File: src/rtl/debug_unit_pkg.sv
// Shared types for debug_unit: command encodings, FSM states, and the layouts of
// the command and response GPIO frames.
package debug_unit_pkg;

  localparam int PAYLOAD_W   = 27;
  localparam int RSP_ADDR_W  = 9;
  localparam int RSP_DATA_W  = 16;

  localparam logic [3:0] CMD_NOP      = 4'd0;
  localparam logic [3:0] CMD_PIPE_RST = 4'd1;
  localparam logic [3:0] CMD_ADDR_SET = 4'd2;
  localparam logic [3:0] CMD_LOAD_LO  = 4'd3;
  localparam logic [3:0] CMD_LOAD_HI  = 4'd4;
  localparam logic [3:0] CMD_STEP     = 4'd5;
  localparam logic [3:0] CMD_RUN      = 4'd6;
  localparam logic [3:0] CMD_READ_LO  = 4'd7;
  localparam logic [3:0] CMD_READ_HI  = 4'd8;
  localparam logic [3:0] CMD_ERR_MIN  = 4'd9;

  typedef enum logic [1:0] {
    ST_IDLE      = 2'd0,
    ST_EXEC      = 2'd1,
    ST_READ_WAIT = 2'd2,
    ST_RUN       = 2'd3
  } state_e;

  // Command frame: [31] req toggle, [30:27] cmd, [26:0] payload
  typedef struct packed {
    logic                 req;
    logic [3:0]           cmd;
    logic [PAYLOAD_W-1:0] payload;
  } cmd_frame_t;

  // Response frame: [31] ack, [30] halted, [29] running, [28] error, [24:16] addr, [15:0] data
  typedef struct packed {
    logic                  ack;
    logic                  halted;
    logic                  running;
    logic                  error;
    logic [2:0]            rsvd;
    logic [RSP_ADDR_W-1:0] addr;
    logic [RSP_DATA_W-1:0] data;
  } rsp_frame_t;

endpackage

File: src/rtl/debug_frame_if.sv
// GPIO side of debug_unit: registers the command frame, detects a pending toggle and builds the response.
// Latency: frame seen one cycle after it toggles; ack bit follows i_ack by one cycle; host waits on ack toggle.
module debug_frame_if
  import debug_unit_pkg::*;
#(
  parameter int NB_FRAME     = 32,
  parameter int NB_IMEM_ADDR = 9
) (
  input  logic                    i_clock,
  input  logic                    i_reset,
  input  logic [NB_FRAME-1:0]     i_frame,
  input  logic                    i_accept,
  input  logic                    i_ack,
  input  logic                    i_halted,
  input  logic                    i_running,
  input  logic                    i_error,
  input  logic [NB_IMEM_ADDR-1:0] i_addr,
  input  logic [RSP_DATA_W-1:0]   i_data,
  output logic                    o_pending,
  output logic [3:0]              o_cmd,
  output logic [PAYLOAD_W-1:0]    o_payload,
  output logic [NB_FRAME-1:0]     o_frame
);

  cmd_frame_t frame_q;
  logic       last_tog_q;
  logic       ack_tog_q;
  rsp_frame_t rsp;

  always_ff @(posedge i_clock) begin
    if (i_reset) begin
      frame_q    <= '0;
      last_tog_q <= 1'b0;
      ack_tog_q  <= 1'b0;
    end else begin
      frame_q <= cmd_frame_t'(i_frame);
      if (i_accept) last_tog_q <= frame_q.req;
      // Echo the accepted toggle rather than flipping, so ack can never drift from req.
      if (i_ack) ack_tog_q <= last_tog_q;
    end
  end

  assign o_pending = frame_q.req ^ last_tog_q;
  assign o_cmd     = frame_q.cmd;
  assign o_payload = frame_q.payload;

  always_comb begin
    rsp         = '0;
    rsp.ack     = ack_tog_q;
    rsp.halted  = i_halted;
    rsp.running = i_running;
    rsp.error   = i_error;
    rsp.addr    = RSP_ADDR_W'(i_addr);
    rsp.data    = i_data;
  end

  assign o_frame = NB_FRAME'(rsp);

endmodule

File: src/rtl/debug_unit.sv
// Debug/load controller: decodes host command frames to load imem, reset, step/run the pipeline and read debug words.
// Latency: side effects and ack two cycles after the frame is registered (READ_LO one more); RUN holds valid until halt or new request.
module debug_unit
  import debug_unit_pkg::*;
#(
  parameter int  NB_FRAME     = 32,
  parameter int  NB_INSTR     = 32,
  parameter int  N_ADDR       = 512,
  parameter int  NB_DBG_SEL   = 8,
  parameter int  NB_DBG_DATA  = 32,
  localparam int NB_IMEM_ADDR = $clog2(N_ADDR)
) (
  input  logic                    i_clock,
  input  logic                    i_reset,
  input  logic [NB_FRAME-1:0]     i_frame_from_blaze,
  output logic [NB_FRAME-1:0]     o_frame_to_blaze,
  output logic                    o_pipe_valid,
  output logic                    o_pipe_reset,
  output logic                    o_imem_we,
  output logic [NB_IMEM_ADDR-1:0] o_imem_addr,
  output logic [NB_INSTR-1:0]     o_imem_data,
  output logic [NB_DBG_SEL-1:0]   o_dbg_sel,
  input  logic [NB_DBG_DATA-1:0]  i_dbg_data,
  input  logic                    i_halt
);

  state_e                  state_q, state_d;
  logic                    pending, accept, ack;
  logic [3:0]              req_cmd, cmd_q;
  logic [PAYLOAD_W-1:0]    req_payload;
  logic [15:0]             payload_q;
  logic [15:0]             buf_q;
  logic [NB_IMEM_ADDR-1:0] addr_q;
  logic [15:0]             data_q;
  logic [15:0]             lat_hi_q;
  logic                    halted_q, error_q;
  logic                    unused_payload;

  assign unused_payload = ^req_payload[PAYLOAD_W-1:16];

  debug_frame_if #(.NB_FRAME(NB_FRAME), .NB_IMEM_ADDR(NB_IMEM_ADDR)) u_frame_if (
    .i_clock   (i_clock),
    .i_reset   (i_reset),
    .i_frame   (i_frame_from_blaze),
    .i_accept  (accept),
    .i_ack     (ack),
    .i_halted  (halted_q),
    .i_running (state_q == ST_RUN),
    .i_error   (error_q),
    .i_addr    (addr_q),
    .i_data    (data_q),
    .o_pending (pending),
    .o_cmd     (req_cmd),
    .o_payload (req_payload),
    .o_frame   (o_frame_to_blaze)
  );

  always_ff @(posedge i_clock) begin
    if (i_reset) state_q <= ST_IDLE;
    else         state_q <= state_d;
  end

  always_comb begin
    state_d = state_q;
    accept  = 1'b0;
    ack     = 1'b0;
    case (state_q)
      ST_IDLE: if (pending) begin
        accept  = 1'b1;
        state_d = ST_EXEC;
      end
      ST_EXEC: begin
        if (cmd_q == CMD_READ_LO) begin
          state_d = ST_READ_WAIT;
        end else begin
          ack     = 1'b1;
          state_d = (cmd_q == CMD_RUN && !halted_q) ? ST_RUN : ST_IDLE;
        end
      end
      ST_READ_WAIT: begin
        ack     = 1'b1;
        state_d = ST_IDLE;
      end
      // A request during RUN is left pending; IDLE picks it up next cycle.
      ST_RUN: if (i_halt || pending) state_d = ST_IDLE;
      default: state_d = ST_IDLE;
    endcase
  end

  always_ff @(posedge i_clock) begin
    if (i_reset) begin
      cmd_q        <= '0;
      payload_q    <= '0;
      buf_q        <= '0;
      addr_q       <= '0;
      data_q       <= '0;
      lat_hi_q     <= '0;
      halted_q     <= 1'b0;
      error_q      <= 1'b0;
      o_pipe_valid <= 1'b0;
      o_pipe_reset <= 1'b0;
      o_imem_we    <= 1'b0;
      o_imem_addr  <= '0;
      o_imem_data  <= '0;
      o_dbg_sel    <= '0;
    end else begin
      o_pipe_valid <= 1'b0;
      o_pipe_reset <= 1'b0;
      o_imem_we    <= 1'b0;
      if (i_halt && o_pipe_valid) halted_q <= 1'b1;
      if (accept) begin
        cmd_q     <= req_cmd;
        payload_q <= req_payload[15:0];
      end
      if (ack) error_q <= (cmd_q >= CMD_ERR_MIN);
      case (state_q)
        ST_EXEC: begin
          case (cmd_q)
            CMD_PIPE_RST: begin
              o_pipe_reset <= 1'b1;
              halted_q     <= 1'b0;
            end
            CMD_ADDR_SET: addr_q <= payload_q[NB_IMEM_ADDR-1:0];
            CMD_LOAD_LO:  buf_q  <= payload_q;
            CMD_LOAD_HI: begin
              o_imem_we   <= 1'b1;
              o_imem_addr <= addr_q;
              o_imem_data <= NB_INSTR'({payload_q, buf_q});
              addr_q      <= (addr_q == NB_IMEM_ADDR'(N_ADDR - 1)) ? '0
                                                                   : addr_q + NB_IMEM_ADDR'(1);
            end
            CMD_STEP, CMD_RUN: o_pipe_valid <= !halted_q;
            CMD_READ_LO:       o_dbg_sel    <= payload_q[NB_DBG_SEL-1:0];
            CMD_READ_HI:       data_q       <= lat_hi_q;
            default: ;
          endcase
        end
        ST_READ_WAIT: begin
          lat_hi_q <= i_dbg_data[31:16];
          data_q   <= i_dbg_data[15:0];
        end
        ST_RUN: if (!(i_halt || pending)) o_pipe_valid <= 1'b1;
        default: ;
      endcase
    end
  end

endmodule

File: config.mk
export PLATFORM = sky130hd
export DESIGN_NAME = debug_unit
export DESIGN_NICKNAME = d
export VERILOG_FILES = /design/src/rtl/debug_unit_pkg.sv /design/src/rtl/debug_frame_if.sv /design/src/rtl/debug_unit.sv
export SDC_FILE = /design/constraint.sdc
export NUM_CORES = 1
export LEC_CHECK = 0
export ABC_AREA = 1
export CORE_ASPECT_RATIO = 0.8
export CORE_MARGIN = 8
export CORE_UTILIZATION = 50
export CTS_BUF_LIST = sky130_fd_sc_hd__clkbuf_2 sky130_fd_sc_hd__clkbuf_4 sky130_fd_sc_hd__clkbuf_8
export DETAILED_ROUTE_END_ITERATION = 10
export MAX_ROUTING_LAYER = met4
export PLACE_DENSITY_LB_ADDON = 0.12
export SLEW_MARGIN = 10
export SYNTH_ARGS = -nofsm -noshare
export SYNTH_HDL_FRONTEND = slang
export SYNTH_SLANG_ARGS = --single-unit
File: constraint.sdc
create_clock -name i_clock -period 1.89 [get_ports i_clock]
set_input_delay 0.189 -clock i_clock [delete_from_list [all_inputs] [get_ports i_clock]]
set_output_delay 0.189 -clock i_clock [all_outputs]
set_load 0.03 [all_outputs]
# Word-level counts from Yosys, hierarchy flattened
# Cells that the tools add are included.
[totals]
register_bits = 156
inputBits = 67
output_inout_bits = 84
word_cells = 75
[classes]
n_addsub = 1
n_lt_le_gt_ge = 1
n_eq_ne = 15
n_mux = 21
bitwise = 2
n_reduce_logical = 15
[ops]
columns = ["operator", "n"]
rows = [
  ["$pmux W16 S2", 1],
  ["$pmux W9 S2", 1],
  ["$eq A4 B3 Y1 const B", 4],
  ["$mux W16", 1],
  ["$reduce_and A2 Y1", 6],
  ["$mux W1", 10],
  ["$add A9 B1 Y9 const B", 1],
  ["$eq A9 B9 Y1 const B", 1],
  ["$mux W9", 1],
  ["$eq A4 B2 Y1 const B", 2],
  ["$mux W2", 4],
  ["$pmux W2 S4", 1],
  ["$eq A2 B2 Y1 const B", 2],
  ["$eq A4 B1 Y1 const B", 1],
  ["$eq A4 B4 Y1 const B", 1],
  ["$ge A4 B4 Y1 const B", 1],
  ["$ne A2 B2 Y1 const B", 2],
  ["$pmux W1 S2", 2],
  ["$reduce_bool A2 Y1", 2],
  ["$reduce_or A2 Y1", 2],
  ["$eq A2 B1 Y1 const B", 1],
  ["$logic_and A1 B1 Y1", 2],
  ["$logic_not A2 Y1", 1],
  ["$ne A2 B1 Y1 const B", 1],
  ["other kinds (4)", 4],
]

# Logic depth before layout (Yosys ltp)
# Gate-level depths: netlist of the first run.
[logic_depth]
word_depth = 5
mapped_depth = 11
ltp_nobuf = 11

# Hierarchy
# Synthesis of the first run repeated with hierarchy kept, for this count alone.
[hier_totals]
hier_cells = 879
hier_area_um2 = 6665.1
[by_module_without_submodules]
columns = ["mod", "n_inst", "cells_each", "area_per_inst_um2", "seq_area_each_um2"]
rows = [
  ["debug_unit", 1, 701, 5167.5, 2662.6],
  ["debug_frame_if", 1, 178, 1497.7, 680.7],
]

# Worst setup path before layout of the first run
# Ideal clock, no wire load.
[synth_path]
path_type = "reg-to-reg"
startpoint = "reg addr_q[1]"
endpoint = "reg addr_q[8]"
setup_ps = 116
arrival_time_ps = 1620
required_time_ps = 1774
path_slack_ps = 154
stages_incl_launch_ff = 11
path_buffers = 0
period_less_slack_ps = 1736
path_cell_list = "dfxtp_1 ha_1 nand2_1 inv_1 nand2_1 nor2_1 ha_1 nand2_1 o21ai_0 nor2_1 nor2_1"
[synth_via]
elab_chain_cells = 3
word_cells_on_any_way = 4
classes_between = "1 x add/sub; 1 x eq/ne; 2 x mux"
[synth_rtl]
columns = ["element", "line", "source"]
rows = [
  ["from (decl)", "debug_unit.sv:33", "logic [NB_IMEM_ADDR-1:0] addr_q;"],
  ["from (signal assigned)", "debug_unit.sv:123", "CMD_ADDR_SET: addr_q <= payload_q[NB_IMEM_ADDR-1:0];"],
  ["from (signal assigned)", "debug_unit.sv:129", "addr_q <= (addr_q == NB_IMEM_ADDR'(N_ADDR - 1)) ? '0"],
  ["$add A9 B1 Y9 or $eq A9 B9 Y1 (tied branches)", "debug_unit.sv:130, debug_unit.sv:129", ""],
  ["$mux W9 (*)", "debug_unit.sv:129", ""],
  ["$pmux W9 S2 (*)", "debug_unit.sv:118", "case (cmd_q)"],
]
# Mark *: on every way between the ends. The rest lies on a longest branch, timed or not.
# A chain may end at the register's enable or synchronous reset.

# Worst setup path after layout of the first run
[layout_path]
startpoint = "reg addr_q[2]"
endpoint = "out o_frame_to_blaze[18]"
[layout_lines]
columns = ["element", "line", "source"]
rows = [
  ["to (decl)", "debug_unit.sv:16", "output logic [NB_FRAME-1:0] o_frame_to_blaze,"],
]
# No word-level cell between the ends.

==> results.cfg, run 1 <==
[status]
outcome = finished clean

[synth]
ys_seq_area_share_pct = 53.2
yosys_warnings = 0
synth_xor_area_share_pct = 0
netlist_area_sq_um = 5870
avgSynthCellArea_sq_um = 7.79
synth_top_family_by_area = simple AND/OR/NAND/NOR gates
synth_mux_area_share_pct = 0
synth-simple-area-share_pct = 18.4
synth-seq-cells = 156
netlist-cell-type-count = 28
synth_fa_ha_area_share_pct = 1.49
synth_cells = 754
synth_compound_area_share_pct = 18.2

[grt]
grt_usage_pct = 20.5
grt_pass1_vias = 5049
grt_antenna_before_repair = 0
overflow = 0
grt_pass1_wl_um = 24900
grt_max_degree = 65

[placed_design]
dp_hpwl_um = 10900
placed_cells = 1007
gp_congestion = 0.935
io_buffers = 136

[floorplanning]
die_y_um = 113
dieWidth_um = 137
placementRows = 35
start_util_pct = 51.2
ios = 151
die_area_sq_um = 15500
core_region_area_sq_um = 11500

[routing]
drt_first_pass_iters = 8
drc = 0
wl_per_cell_um = 14.5
wl_um = 15000
drtIter0Drc = 407
vias_per_cell = 5.00
num_vias = 5189
ant_nets = 0

[layout]
nNetsFinal = 952
fill_cells = 985
area_growth_syn_to_layout_pct = 32.1
drive_gt1_share_pct = 6.74
diodes = 0
fin_util_pct = 67.6
finalNonFillerCells = 1038

[job]
max-cap-violations = 0

[power]
pwr_density_cell_nw_per_um2 = 1310
irDropWorstVdd_uv = 661
power_leakage_uw = 0.00324

[min_path]
hp-class = primary input to flip-flop
hold-path-endpoint = u_frame_if.o_payload[2]
holdPathStages = 3
min-delay-start = i_frame_from_blaze[2]

[clocking]
post_cts_buffers = 0
cts_buffers = 17
clock_latency_ps = 450
clkTransAtPathRegs_ps = 80
clockBufferDepth = 2
cts-root-buf = clkbuf_8
cts.sinks = 156
htreeDepth = 4
tritoncts = yes

[worst_setup_path]
crit_required_ps = 1700
r2r-end = addr_q[1]
path_class = flip-flop to output port
endpoint_kind = output port
reg2regPathDepth = 11
reg2reg_from = addr_q[0]
arrival_ps = 1600
r2r_slack_ps = 150
worstSetupStartpointType = flip-flop
worstPathMaxFanout = 6

[sta]
finalSetupViolations = 0
fin_setup_tns_ps = 0
slew_violations = 0
clock_skew_ps = 15.9
period_share_pct = 94.6
min_period_ps = 1790
finalHoldWorstSlack_ps = 248
rsz0062_at_grt = true
clock.fmax_ghz = 0.559
hold_viol = 0
## worst max-delay path, stage by stage, from the launching register on
cell and delay [ps]:
dfxtp_1 340, buf_4 140, clkdlybuf4s50_1 670
## cells by family (layout without fill, tap and decap cells)
| group | Yosys count | in the layout |
|---|---|---|
| other | 1 | 3 |
| buffers and inverters | 115 | 249 |
| AOI/OAI and AO/OA | 212 | 212 |
| and+or+nand+nor | 263 | 263 |
| DFF | 156 | 156 |
| adders and majority gates | 7 | 7 |
## per-stage QoR
step                cell area, sq um  worst slack, ps  power, uW
floorplan                       5880              154       6400
global placement                7340              214       7580
detailed placement              7340              182       7660
CTS                             7760             91.8      10200
global route                    7760            -11.8      10800
finish                          7760              103      10200
## flip-flops by register name, summed over array words and instances, names as in the netlist, 8 cells and up
name and flops:
lat_hi_q 16, payload_q 16, o_dbg_sel 8, o_imem_addr 9, data_q 16, addr_q 9, o_imem_data 32, buf_q 16
u_frame_if.o_payload 16
## what timing repair did
item,in CTS,in global routing
gates resized for setup,1,1
endpoints found under the setup margin,1,2
hold buffers,0,0
## cells in the mapped netlist
library cell / count / area, sq um
dfxtp_1: 156 / 3120
nor2_1: 119 / 447
nand2_1: 116 / 435
o21ai_0: 116 / 581
a21oi_1: 94 / 470
inv_1: 63 / 236
clkbuf_1: 24 / 90.1
nand3_1: 16 / 80.1
buf_4: 11 / 82.6
buf_2: 7 / 35.0
ha_1: 7 / 87.6
buf_6: 3 / 33.8
inv_2: 3 / 11.3
nor2_4: 3 / 33.8
nand2_4: 2 / 22.5
nor3_4: 2 / 32.5
a21oi_2: 1 / 8.76
a311oi_1: 1 / 8.76
buf_1: 1 / 3.75
clkbuf_2: 1 / 5.00
clkinv_1: 1 / 3.75
conb_1: 1 / 3.75
inv_4: 1 / 6.26
nand3b_1: 1 / 7.51
nand4_1: 1 / 6.26
nor2_2: 1 / 6.26
nor3_1: 1 / 5.00
nor4_1: 1 / 6.26
## worst max path at each step
stage          cells past startpoint                    to  slack [ps]      start
3_5_place_dp                      11             addr_q[1]         180  addr_q[0]
6_report                           2  o_frame_to_blaze[18]         100  addr_q[2]
5_1_grt                           11             addr_q[1]         -10  addr_q[0]
4_1_cts                            2  o_frame_to_blaze[18]          90  addr_q[2]
2_1_floorplan                     10             addr_q[8]         150  addr_q[1]
3_3_place_gp                      11             addr_q[1]         210  addr_q[1]
## layout by cell type (no fill, tap or decap), drive strengths merged
master,count
clkinvlp,4
nand3,16
nand3b,1
ha,7
nand2,118
nor3,3
clkdlybuf4s50,135
dlygate4sd2,1
a311oi,1
clkinv,3
dfxtp,156
bufinv,3
o21ai,116
conb,3
inv,70
nand4,1
clkbuf,19
nor4,1
a21oi,95
nor2,123
buf,14
## routing by layer
metal  track usage [%]  vias to the layer above  share of wire [%]  routed length [um]
li1                  -                     2656                  -                   -
met1              26.8                     2379                 48                7200
met2              31.6                      139                 45                6800
met3              4.30                       15                5.8                 880
met4              5.42                        0                1.1                 167
met5                 -                        -                  0                   0
## power breakdown
part | leakage [uW] | internal (uW) | switching (uW)
registers | 0.00127 | 3850 | 312
clock network | 0.000196 | 1340 | 1240
logic | 0.00177 | 1220 | 2220
## final cells by class
class                      count  area (sq um)  share of cell area [%]
multi-input combinational    485          2250                    29.0
inverter                      68           258                    3.32
sequential                   156          3120                    40.3
clock buffer                  19           249                    3.21
tap                          148           185                    2.39
timing repair buffer         150          1530                    19.7
clock inverter                12           164                    2.11
(Power assumes the default switching activity.)
==> run 2, diff against run 1 <==
--- a/config.mk
+++ b/config.mk
@@ -13,7 +13,7 @@
 export DETAILED_ROUTE_END_ITERATION = 10
 export MAX_ROUTING_LAYER = met4
 export PLACE_DENSITY_LB_ADDON = 0.12
-export SLEW_MARGIN = 10
+export SLEW_MARGIN = 20
 export SYNTH_ARGS = -nofsm -noshare
 export SYNTH_HDL_FRONTEND = slang
 export SYNTH_SLANG_ARGS = --single-unit
==> results of run 2 <==
Final layout, timing and power as in run 1 (identical DEF).
==> run 3, diff against run 2 <==
--- a/config.mk
+++ b/config.mk
@@ -13,6 +13,8 @@
 export DETAILED_ROUTE_END_ITERATION = 10
 export MAX_ROUTING_LAYER = met4
 export PLACE_DENSITY_LB_ADDON = 0.12
+export REMOVE_ABC_BUFFERS = 1
+export SKIP_CTS_REPAIR_TIMING = 1
 export SLEW_MARGIN = 20
 export SYNTH_ARGS = -nofsm -noshare
 export SYNTH_HDL_FRONTEND = slang
==> run 3 against run 2 <==
Sequential cell count stayed put. First-iteration DRC count is 17% lower. Via count is 0.31% higher. Die area stayed put. Non-clock buffer count is 2 higher. Core utilization is 0.12 points lower. Critical path depth stayed put. Wire length is 1.1% lower. Maximum frequency is 0.31% higher. Sequential share of layout area is 0.088 points higher. Combinational power is 1% lower. Clock skew hardly changed. Largest cell class unchanged. Highest routed layer unchanged.
==> results.cfg, run 3 (synthesis results as in run 1) <==
[grt]
grt_pass1_wl_um = 24400
grt_use_met1_pct = 24.8
overflow = 0
met2_usage_pct = 31.4
grt-busiest-layer = met2
grt_usage_pct = 20.0
grt_antenna_before_repair = 0
grt_max_degree = 62
use_met3_pct = 4.69
grt_pass1_vias = 5054

[power]
power_leakage_uw = 0.00326
p_seq_share_pct = 41.4
pwr_density_cell_nw_per_um2 = 1300
p_int_uw = 6210
p_sw_uw = 3830
combPwrFrac_pct = 33.8
irDropWorstVdd_uv = 842
p_sw_share_pct = 38.1
p_clk_share_pct = 24.7

[worst_setup_path]
r2r-end = addr_q[2]
r2r_slack_ps = 200
cp_slowest_cell = clkdlybuf4s50_1
path_class = flip-flop to output port
worstSetupStartpointType = flip-flop
path_cells = buf_4 > clkdlybuf4s50_1
worstPathMaxFanout = 6
crit_required_ps = 1700
arrival_ps = 1590
reg2regPathDepth = 10
endpoint_kind = output port
reg2reg_from = addr_q[3]
cpPeakStageDelay_ps = 680

[min_path]
holdPathStages = 4
hp-class = primary input to flip-flop
hold-path-endpoint = data_q[1]
min-delay-start = i_reset

[floorplanning]
die_y_um = 113
ios = 151
dieWidth_um = 137
core_region_area_sq_um = 11500
start_util_pct = 51.2
placementRows = 35
die_area_sq_um = 15500

[status]
outcome = finished clean

[sta]
min_period_ps = 1780
finalHoldWorstSlack_ps = 229
clock_skew_ps = 15.8
slew_violations = 0
period_share_pct = 94.3
hold_viol = 0
finalSetupViolations = 0
fin_setup_tns_ps = 0
clock.fmax_ghz = 0.561
tightest_slew_ps = 508
slew_headroom_pct = 66.1
rsz0062_at_grt = false

[layout]
layout_common_cells = dfxtp_1, clkdlybuf4s50_1, nor2_1, nand2_1, o21ai_0
layout_commonest_cell = dfxtp_1
fin_util_pct = 67.5
drive_gt1_share_pct = 7.39
diodes = 0
largest_reg_flops = 32
finalNonFillerCells = 1041
fill_cells = 990
nNetsFinal = 954
area_growth_syn_to_layout_pct = 31.9
regMostFlops = o_imem_data

[clocking]
clkTransAtPathRegs_ps = 100
tritoncts = yes
htreeDepth = 4
clockBufferDepth = 2
cts.sinks = 156
clock_latency_ps = 450
cts_buffers = 17
cts-root-buf = clkbuf_8

[placed_design]
gp_congestion = 0.879
io_buffers = 136
placed_cells = 1009
dp_hpwl_um = 10200

[routing]
drtIter0Drc = 338
vias_per_cell = 5.00
wl_um = 14900
wl_per_cell_um = 14.3
num_vias = 5205
ant_nets = 0
drt_first_pass_iters = 5
drc = 0

[job]
max-cap-violations = 0
-- run 3: critical path, delay by kind of cell, from the launching register on --
| kind | cells | cell delay (ps) |
|---|---|---|
| DFF | 1 | 340 |
| buffers and inverters | 2 | 820 |
-- run 3: per-layer routing --
metal	wire [um]	up-vias
met5	0	-
met2	7080	115
met1	6850	2410
met4	148	0
li1	-	2671
met3	813	9
-- run 3: final cells by class --
class | instances | area, sq um | share of cell area, %
flip-flops and latches | 156 | 3120 | 40.3
multi-input cells | 485 | 2250 | 29.1
inverters | 68 | 258 | 3.33
repair buffers | 152 | 1530 | 19.7
well taps | 148 | 185 | 2.39
clock buffers | 18 | 248 | 3.20
clock inverters | 14 | 146 | 1.89
-- run 3: worst max-delay path by stage --
stage,from,endpoint,slack [ps],cells past startpoint
floorplan,state_q[0],error_q,-340,7
CTS,state_q[0],o_frame_to_blaze[29],-80,2
finish,addr_q[2],o_frame_to_blaze[18],110,2
detailed placement,addr_q[1],addr_q[5],180,9
global route,addr_q[3],addr_q[4],20,10
global placement,addr_q[1],addr_q[1],220,11
-- run 3: power groups by stage --
stage          clock network (uW)  logic [uW]  registers (uW)
6_report                     2490        3400            4160
4_1_cts                      2540        3420            4160
3_5_place_dp                    0        3400            4240
5_1_grt                      2690        3750            4230
3_3_place_gp                    0        3330            4210
2_1_floorplan                   0        1500            4770
-- run 3: stage by stage --
| step | setup slack [ps] | power [uW] | area [sq um] |
|---|---|---|---|
| 6_report | 108 | 10000 | 7740 |
| 5_1_grt | 20.7 | 10700 | 7740 |
| 4_1_cts | -79.5 | 10100 | 7740 |
| 3_5_place_dp | 179 | 7640 | 7340 |
| 3_3_place_gp | 223 | 7530 | 7340 |
| 2_1_floorplan | -336 | 6270 | 5630 |
==> RTL edit 1, RTL diff (settings of run 2) <==
Register the output `o_frame_to_blaze`, with the module's reset; this adds one clock of latency there. The other outputs are not delayed to match.
--- a/src/rtl/debug_unit.sv
+++ b/src/rtl/debug_unit.sv
@@ -23,6 +23,8 @@
   input  logic [NB_DBG_DATA-1:0]  i_dbg_data,
   input  logic                    i_halt
 );
+
+  logic [NB_FRAME-1:0] o_frame_to_blaze_d;
 
   state_e                  state_q, state_d;
   logic                    pending, accept, ack;
@@ -52,7 +54,7 @@
     .o_pending (pending),
     .o_cmd     (req_cmd),
     .o_payload (req_payload),
-    .o_frame   (o_frame_to_blaze)
+    .o_frame   (o_frame_to_blaze_d)
   );
 
   always_ff @(posedge i_clock) begin
@@ -145,5 +147,13 @@
     end
   end
 
+  always_ff @(posedge i_clock) begin
+    if (i_reset) begin
+      o_frame_to_blaze <= '0;
+    end else begin
+      o_frame_to_blaze <= o_frame_to_blaze_d;
+    end
+  end
+
 endmodule
 
Function: changed (a bounded check fails within 4 cycles, from zero or initial values and one cycle with i_reset high).
==> RTL edit 1 against run 2 <==
Area after synthesis is 13% higher. Setup slack better by 0.056 ns. Sequential cell count is 29 higher. Cell count is 9.7% higher. Clock power is 13% higher. Total power is 2.9% higher. Wire length is 4.6% higher. Cell area is 10% higher. Count of clock-buffer cells in the layout is 2 higher. Sequential share of layout area is 3.1 points higher. Combinational power is 16% lower. Largest power group unchanged.
==> RTL edit 1: results (changes against run 2) <==
* Area of the multi-input gates at 2350 um2 (was 2250 um2)
* Layout sequential cell count at 185 (was 156)
* Total Routing Usage GR at 0.189 (was 0.205)
* Synth cell types at 27 (was 28)
* Sw power at 3.52 mW (was 3.77 mW)
* Fin cells at 1139 (was 1038)
* Fin area at 8550 um2 (was 7760 um2)
* Bufs w/o clock at 147 (was 150)
* Synth top cells by count: dfxtp_1, nand2_1, nor2_1 (was dfxtp_1, nor2_1, nand2_1, o21ai_0, a21oi_1)
* #MultiIn Comb at 512 (was 485)
* Arrival @ worst endpoint at 2.11 ns (was 1.60 ns)
* Drt first-iter violations at 360 (was 407)
* Largest net degree at the start of global routing at 88 (was 65)
* Most area-consuming cells after synthesis: dfxtp_1, a21oi_1, nand2_1, o21ai_0, nor2_1 (was dfxtp_1, o21ai_0, a21oi_1, nor2_1, nand2_1)
* PostCTS Resize Cnt at 0 (was 1)
* Inverters at 89 (was 68)
* DP HPWL at 11000 um (was 10900 um)
* Non-clk buf share at 0.173 (was 0.197)
* Grt met3 use at 0.0535 (was 0.0430)
* Status: finished, final reports clean (unchanged)
* Met3 Routed Length at 1090 um (was 880 um)
* Fin nets at 1026 (was 952)
* 1st-pass router iterations at 5 (was 8)
* Vias/cell at 4.86 (was 5.00)
* Clock network power at 2.91 mW (was 2.58 mW)
* Clock power frac at 0.277 (was 0.253)
* LEAKAGE at 3.44 nW (was 3.24 nW)
* Met2 GRT Util at 0.274 (was 0.316)
* # clk buffers at 21 (was 19)
* GRT met1 Usage at 0.254 (was 0.268)
* CP max FO at 4 (was 6)
* Wl on met1 at 7620 um (was 7200 um)
* Hold_ws at 0.233 ns (was 0.248 ns)
* Sequential share of the synthesized area at 0.558 (was 0.532)
* Layout cell share with drive strength beyond 1 at 0.0612 (was 0.0674)
* Seq/total area at 0.434 (was 0.403)
* Gpl congestion at 0.818 (was 0.935)
* First-pass GRT wire length at 25600 um (was 24900 um)
* Mean post-synth cell area at 7.96 um2 (was 7.79 um2)
RTL edit 1: changes by cell type after synthesis, sizes merged:
cell and delta:
nand2 +20, inv +21, clkbuf -2, dfxtp +29, nand3 +17, nand3b -1
buf +4, nor2 -8, a21oi +17, o21ai -18
RTL edit 1: critical path, cell delays in order (launching register included):
cell and delay, ns:
dfxtp_1 0.35, ha_1 0.24, nand2_1 0.09, inv_1 0.06, nand2_1 0.08, nor2_1 0.06, ha_1 0.20, nor2_1 0.27
nand2_1 0.09, nand2_1 0.08, nor2_1 0.04, nor2_1 0.09
RTL edit 1: cell families after synthesis:
family          Yosys count  synth area share
simple gates            291             0.179
compound gates          211             0.160
fa+ha+maj                 7            0.0132
other cells               1          0.000565
buf+inv                 138            0.0887
flops                   185             0.558
RTL edit 1: worst paths after layout:
check,from,to,cells past startpoint
min,i_reset,o_frame_to_blaze[30],3
max,addr_q[0],addr_q[1],11
min reg2reg,data_q[5],o_frame_to_blaze[5],2
max reg2reg,addr_q[0],addr_q[1],11
==> RTL edit 2, RTL diff (settings of run 2) <==
Without the edit above. The parameter `N_ADDR` goes from 512 to 256.
--- a/src/rtl/debug_unit.sv
+++ b/src/rtl/debug_unit.sv
@@ -5,7 +5,7 @@
 #(
   parameter int  NB_FRAME     = 32,
   parameter int  NB_INSTR     = 32,
-  parameter int  N_ADDR       = 512,
+  parameter int  N_ADDR       = 256,
   parameter int  NB_DBG_SEL   = 8,
   parameter int  NB_DBG_DATA  = 32,
   localparam int NB_IMEM_ADDR = $clog2(N_ADDR)
Ports: changed (resized o_imem_addr); port bits go from 151 to 150. The function was not compared with the original's and may differ.
==> RTL edit 2 against run 2 <==
Count of clock-buffer cells in the layout is 3 higher. Cell count shrank 0.67%. Setup slack got worse by 0.014 ns. Sequential cell count down 2. Synthesized cell count shrank 0.53%. Sequential power hardly changed. Cell area is 1.3% lower. Total power up 4.9%. Area after synthesis down 2.0%. Via count shrank 2.8%. Wire length is 5.7% lower. Largest power group unchanged.
==> RTL edit 2: results (changes against run 2) <==
* Status: finished, final reports clean (unchanged)
* First-pass GRT wire length at 23000 um (was 24900 um)
* Fin area at 7660 um2 (was 7760 um2)
* Fin nets at 942 (was 952)
* #MultiIn Comb at 471 (was 485)
* Vias at 5045 (was 5189)
* Bufs w/o clock at 148 (was 150)
* Seq power at 4.18 mW (was 4.17 mW)
* Clock Skew at 0.0121 ns (was 0.0159 ns)
* Post-Place Cells at 999 (was 1007)
* Wl on met1 at 6620 um (was 7200 um)
* Synth top cells by count: dfxtp_1, nor2_1, a21oi_1 (was dfxtp_1, nor2_1, nand2_1, o21ai_0, a21oi_1)
* # clk buffers at 22 (was 19)
* Fraction of area in multi-input gates at 0.281 (was 0.290)
* Sw power at 3.96 mW (was 3.77 mW)
* Synth Area in Compound Gates at 0.185 (was 0.182)
* Met3 Routed Length at 909 um (was 880 um)
* GRT met1 Usage at 0.251 (was 0.268)
* Routed wl met2 at 6510 um (was 6800 um)
* Post-synthesis adder-cell area fraction at 0.0109 (was 0.0149)
* Non-clk buf share at 0.198 (was 0.197)
* 1st-pass router iterations at 5 (was 8)
* Largest net degree at the start of global routing at 93 (was 65)
* Drt first-iter violations at 543 (was 407)
* Met2 GRT Util at 0.287 (was 0.316)
* Logic power comb at 3.88 mW (was 3.44 mW)
* VDD IR max at 604 uV (was 661 uV)
* Place WS at 0.277 ns (was 0.182 ns)
* DIE AREA at 15200 um2 (was 15500 um2)
[RTL edit 2: changes by cell type in the layout (fill, tap and decap cells not counted), sizes merged, moves of 5 or more]
cell,change
a21oi,+13
inv,+9
nand2,-42
nand3,-5
nor2,+34
o21ai,-16
[RTL edit 2: cell families after synthesis]
logic type	after synthesis
other	1
AO/OA/AOI/OAI	211
flip-flops	154
adder cells (fa/ha/maj)	5
AND/OR/NAND/NOR	250
XOR/XNOR	1
buffers and inverters	128
[RTL edit 2: worst paths after layout]
| kind | start | end | slack, ns | cells past startpoint |
|---|---|---|---|---|
| min reg2reg | u_frame_if.ack_tog_q | u_frame_if.ack_tog_q | 0.48 | 2 |
| max reg2reg | cmd_q[2] | o_imem_addr[6] | 0.26 | 7 |
| max | addr_q[1] | o_frame_to_blaze[17] | 0.09 | 1 |
| min | i_frame_from_blaze[0] | u_frame_if.o_payload[0] | 0.26 | 3 |
